<file path="config.mk">
export PLATFORM = sky130hd
export DESIGN_NAME = icache_refill
export DESIGN_NICKNAME = d
export VERILOG_FILES = /design/src/rtl/icache_pkg.sv /design/src/rtl/icache_refill.sv
export SDC_FILE = /design/constraint.sdc
export NUM_CORES = 1
export LEC_CHECK = 0
export ABC_AREA = 1
export BUFFER_PORTS_ARGS = -buffer_cell sky130_fd_sc_hd__buf_2
export CORE_UTILIZATION = 30
export CTS_CLUSTER_DIAMETER = 100
export DETAILED_ROUTE_END_ITERATION = 6
export PLACE_DENSITY = 0.56
export SYNTH_ARGS = -nofsm -noshare
export SYNTH_HDL_FRONTEND = slang
export SYNTH_SLANG_ARGS = --single-unit
</file>
<file path="constraint.sdc">
create_clock -name clk -period 3 [get_ports clk]
set_input_delay 0.3 -clock clk [delete_from_list [all_inputs] [get_ports clk]]
set_output_delay 0.3 -clock clk [all_outputs]
set_load 0.05 [all_outputs]
</file>
<file path="src/rtl/icache_pkg.sv">
// Shared instruction-cache definitions: line geometry, AXI burst constants
// and the refill engine state encoding. The icache controller imports this
// package too, so geometry changes stay consistent across the cache.
package icache_pkg;

   localparam int LINE_SIZE    = 64;
   localparam int OFFSET_WIDTH = 6;
   localparam int INDEX_WIDTH  = 6;
   localparam int TAG_WIDTH    = 20;
   localparam int BEATS        = LINE_SIZE * 8 / 64;

   localparam logic [1:0] BURST_INCR = 2'b01;
   localparam logic [2:0] SIZE_8B    = 3'b011;

   typedef enum logic [1:0] {
      IDLE,
      ADDR,
      DATA,
      DONE
   } refill_state_e;

endpackage

</file>
<file path="src/rtl/icache_refill.sv">
// Instruction-cache line refill engine. Takes a miss address, issues one
// AXI4 INCR burst covering the whole line, packs the beats into a line
// register and reports completion with a single-cycle pulse. Every output
// comes from a register or from the state, so the cache sees no
// combinational path from the AXI side.
module icache_refill
   import icache_pkg::*;
#(
   parameter int LINE_SIZE  = 64,
   parameter int DATA_WIDTH = 64
) (
   input  logic                   clk,
   input  logic                   rst_n,
   input  logic                   req_valid,
   output logic                   req_ready,
   input  logic [31:0]            req_addr,
   output logic                   arvalid,
   input  logic                   arready,
   output logic [31:0]            araddr,
   output logic [7:0]             arlen,
   output logic [2:0]             arsize,
   output logic [1:0]             arburst,
   input  logic                   rvalid,
   output logic                   rready,
   input  logic [DATA_WIDTH-1:0]  rdata,
   input  logic [1:0]             rresp,
   input  logic                   rlast,
   output logic                   line_valid,
   output logic [LINE_SIZE*8-1:0] line_data,
   output logic                   line_err
);

   localparam int BEATS = LINE_SIZE * 8 / DATA_WIDTH;
   localparam int CNT_W = $clog2(BEATS);

   refill_state_e          state_q, state_d;
   logic [31:0]            addr_q, addr_d;
   logic [CNT_W-1:0]       beat_cnt_q, beat_cnt_d;
   logic                   err_q, err_d;
   logic [LINE_SIZE*8-1:0] line_q, line_d;

   logic acceptReq;
   logic arFire;
   logic beatFire;
   logic lastBeat;

   // Handshakes are decoded from state, so readiness never depends on inputs
   assign acceptReq = (state_q == IDLE) && req_valid;
   assign arFire    = (state_q == ADDR) && arready;
   assign beatFire  = (state_q == DATA) && rvalid;
   assign lastBeat  = (beat_cnt_q == CNT_W'(BEATS - 1));

   // State register; reset drops any partial burst immediately
   always_ff @(posedge clk or negedge rst_n) begin
      if (!rst_n) begin
         state_q <= IDLE;
      end else begin
         state_q <= state_d;
      end
   end

   // Next state: the beat count, not rlast, decides when the burst ends
   always_comb begin
      state_d = state_q;
      case (state_q)
         IDLE: if (acceptReq) state_d = ADDR;
         ADDR: if (arFire) state_d = DATA;
         DATA: if (beatFire && lastBeat) state_d = DONE;
         DONE: state_d = IDLE;
         default: state_d = IDLE;
      endcase
   end

   // Outputs decoded from state or taken straight from registers
   always_comb begin
      req_ready  = (state_q == IDLE);
      arvalid    = (state_q == ADDR);
      rready     = (state_q == DATA);
      line_valid = (state_q == DONE);
      line_err   = (state_q == DONE) && err_q;
      araddr     = addr_q;
      line_data  = line_q;
      arlen      = 8'(BEATS - 1);
      arsize     = SIZE_8B;
      arburst    = BURST_INCR;
   end

   // Datapath next values: latch the line-aligned address, pack beats into
   // their slots and keep a sticky error for bad responses or a misplaced rlast
   always_comb begin
      addr_d     = addr_q;
      beat_cnt_d = beat_cnt_q;
      err_d      = err_q;
      line_d     = line_q;
      if (acceptReq) begin
         addr_d     = req_addr & ~32'(LINE_SIZE - 1);
         beat_cnt_d = '0;
         err_d      = 1'b0;
      end
      if (beatFire) begin
         line_d[beat_cnt_q*DATA_WIDTH +: DATA_WIDTH] = rdata;
         beat_cnt_d = beat_cnt_q + 1'b1;
         if ((rresp != 2'b00) || (rlast != lastBeat)) begin
            err_d = 1'b1;
         end
      end
   end

   // Datapath registers; the line is kept after completion until overwritten
   always_ff @(posedge clk or negedge rst_n) begin
      if (!rst_n) begin
         addr_q     <= '0;
         beat_cnt_q <= '0;
         err_q      <= 1'b0;
         line_q     <= '0;
      end else begin
         addr_q     <= addr_d;
         beat_cnt_q <= beat_cnt_d;
         err_q      <= err_d;
         line_q     <= line_d;
      end
   end

endmodule

</file>
==> out/metrics.cfg <==
[power_and_ir_drop]
cellPowerDensity_mw_per_mm2 = 913
power.leakage_nw = 16.1
p_total_mw = 27.2
irDropWorstVdd_uv = 523

[routing]
wire_per_inst_um = 21.3
drcViolationCount = 0
dr_wl_met3_um = 6810
vias = 20300
routed_wl_um = 90900
wl_met2_um = 44600
drtIter0Drc = 1445
vias_per_cell = 4.75
drt_pass1_iterations = 7
top_layer = met4
detail-route-antenna-nets = 0
m1WireLength_um = 36600

[yosys]
avgSynthCellArea_um2 = 8.73
ys_seq_area_share_pct = 59.6
yosysUniqueCellTypes = 27
syn_inst = 2617
syn_area_mm2 = 0.0228
ys_warn_count = 0
ys_ff_latch = 544

[grt]
gr-usage-all-layers_pct = 23.3
antenna_found_initial = 1
grt_pass1_vias = 20100
gr-total-overflow = 0
grt_max_degree = 129
grt_first_pass_wirelength_um = 135000

[clock_tree]
cts.reportedPaths.clkPinSlew_ns = 0.06
post-cts-setup-buffers = 0
clock_path_buffers = 3
numCtsBuffers = 61
insertion_delay_ns = 0.62
cts_root_buf = clkbuf_16
cts_tree = built
cts.sinks = 544
h-tree-depth = 2

[final_layout]
final_area_mm2 = 0.0297
nFillCells = 7722
final_common_cell = nand2_1
instances_no_fill = 4273
area_growth_pct = 30.2
layout.nets = 3364
most-common-layout-cells = 1068 x nand2_1, 639 x buf_2, 543 x dfrtp_1, 233 x nand3_1, 196 x o21ai_1
drive_above_1_share_pct = 26.4
post-route-util_pct = 39.7

[worst_hold_path]
worstHoldPathType = input port to flip-flop
min_path_cells = 3

[floorplan]
die_x_um = 278
io_pins = 666
start_util_pct = 30.5
rows = 100
die_area_mm2 = 0.0772
core_mm2 = 0.0749
fp.dieH_um = 278

[sta]
fin_worst_skew_ns = 0.0163
clock.fmax_ghz = 0.387
worst_pin_slew_ns = 0.854
maxSlewViolCount = 0
setup-violations-final = 0
min_period_ns = 2.59
rsz0062_at_grt = false
fin_setup_tns_ns = 0
slew_headroom_pct = 43.1
finalHoldViolations = 0
holdWs_ns = 0.0281
period_share_pct = 86.2
timing.final.ws_setup_ns = 0.414

[place]
portBuffers = 640
place_ws_ns = 0.448
placed_area_mm2 = 0.0271
dp.cells = 4113
place_congestion = 0.827
place_hpwl_um = 64400

[worst_setup_path]
end_kind = flip-flop
critPathKind = flip-flop to flip-flop
cp.required_ns = 3.56
crit_family = buffers and inverters
r2r_slack_ns = 0.41
max_stage_delay_ns = 0.49
crit_cells = 11
path_max_fanout = 57
slowest_stage = ha_2
arrival_ns = 3.14
path_common_cell = nand2_1
reg2reg_depth = 11
path_buf_inv = 5
worstPathCellList = inv_1 > ha_4 > ha_2 > inv_4 > nor2_4 > buf_4 > inv_2 > buf_12 > nor2_1 > nand2_1 > nand2_1
start_kind = flip-flop

[run_status]
status = completed

[flow_run]
maxCapViolCount = 0

==> metal layers <==
| metal | GRT usage [%] | up-vias |
|---|---|---|
| li1 | - | 9605 |
| met1 | 28.8 | 9834 |
| met2 | 39.8 | 737 |
| met3 | 5.96 | 140 |
| met4 | 7.28 | 0 |
| met5 | 0 | - |
==> what timing repair did <==
item,CTS,global route
resized for setup,0,0
hold buffers,42,0
endpoints found under the hold margin,91,0
==> worst register-to-register path, cell delays in order (launching register included) <==
cell and delay [ns]:
dfrtp_1 0.40, inv_1 0.12, ha_4 0.18, ha_2 0.49, inv_4 0.18, nor2_4 0.12
buf_4 0.40, inv_2 0.10, buf_12 0.20, nor2_1 0.23, nand2_1 0.06, nand2_1 0.06
==> final timing paths <==
kind | start | endpoint
setup reg to reg | beat_cnt_q[1] | line_data[301]
setup / recovery | beat_cnt_q[1] | line_data[301]
max in group asynchronous | rst_n | line_data[166]
hold / removal | rdata[57] | line_data[57]
hold reg to reg | line_data[16] | line_data[16]
min in group asynchronous | rst_n | line_data[28]
==> power by group <==
group / leakage (nW) / switching [mW] / internal, mW
logic: 7.52 / 8.18 / 2.14
clock network: 1.08 / 3.18 / 4.90
registers: 7.46 / 0.492 / 8.27
total: 16.1 / 11.9 / 15.3
==> final cells by class <==
cell class              count  area (µm²)  share of cell area, %
multi-input cells        1834        8060                   27.1
repair buffers            755        4470                   15.0
clock buffers              90        1830                   6.15
diodes                      3        7.51                 0.0252
flip-flops and latches    544       13600                   45.8
clock inverters            25         347                   1.17
inverters                  53         206                  0.694
well taps                 969        1210                   4.08
==> Yosys cell counts <==
cell	count	area [µm²]
clkinv_1	1	3.75
buf_2	109	546
inv_1	46	173
a21oi_4	1	16.3
nor2_1	154	578
o22ai_1	1	6.26
buf_1	6	22.5
nand2_1	1070	4020
conb_1	2	7.51
nand3_1	236	1180
nor2_2	3	18.8
buf_4	30	225
inv_4	2	12.5
mux2_2	26	293
o21ai_0	87	435
inv_2	4	15.0
clkbuf_1	43	161
nand4_1	19	119
dfrtp_1	544	13600
nor2_4	5	56.3
nand2_2	2	12.5
nand2_4	2	22.5
nand3_2	1	10.0
o21ai_1	196	981
ha_1	11	138
nor3_2	1	10.0
buf_6	15	169
==> registers in the layout, indices dropped and copies added, names as in the netlist <==
| name | cells |
|---|---|
| line_data | 512 |
| araddr | 26 |
| state_q | 2 |
| beat_cnt_q | 3 |
| err_q | 1 |
==> cells by family after synthesis <==
family | synth area share, %
flip-flops | 59.6
adder cells (fa/ha/maj) | 0.603
AO/OA/AOI/OAI | 6.30
multiplexers | 1.28
AND/OR/NAND/NOR | 26.4
other | 0.0329
buffers and inverters | 5.81
Power figures use the tool's default switching activity.
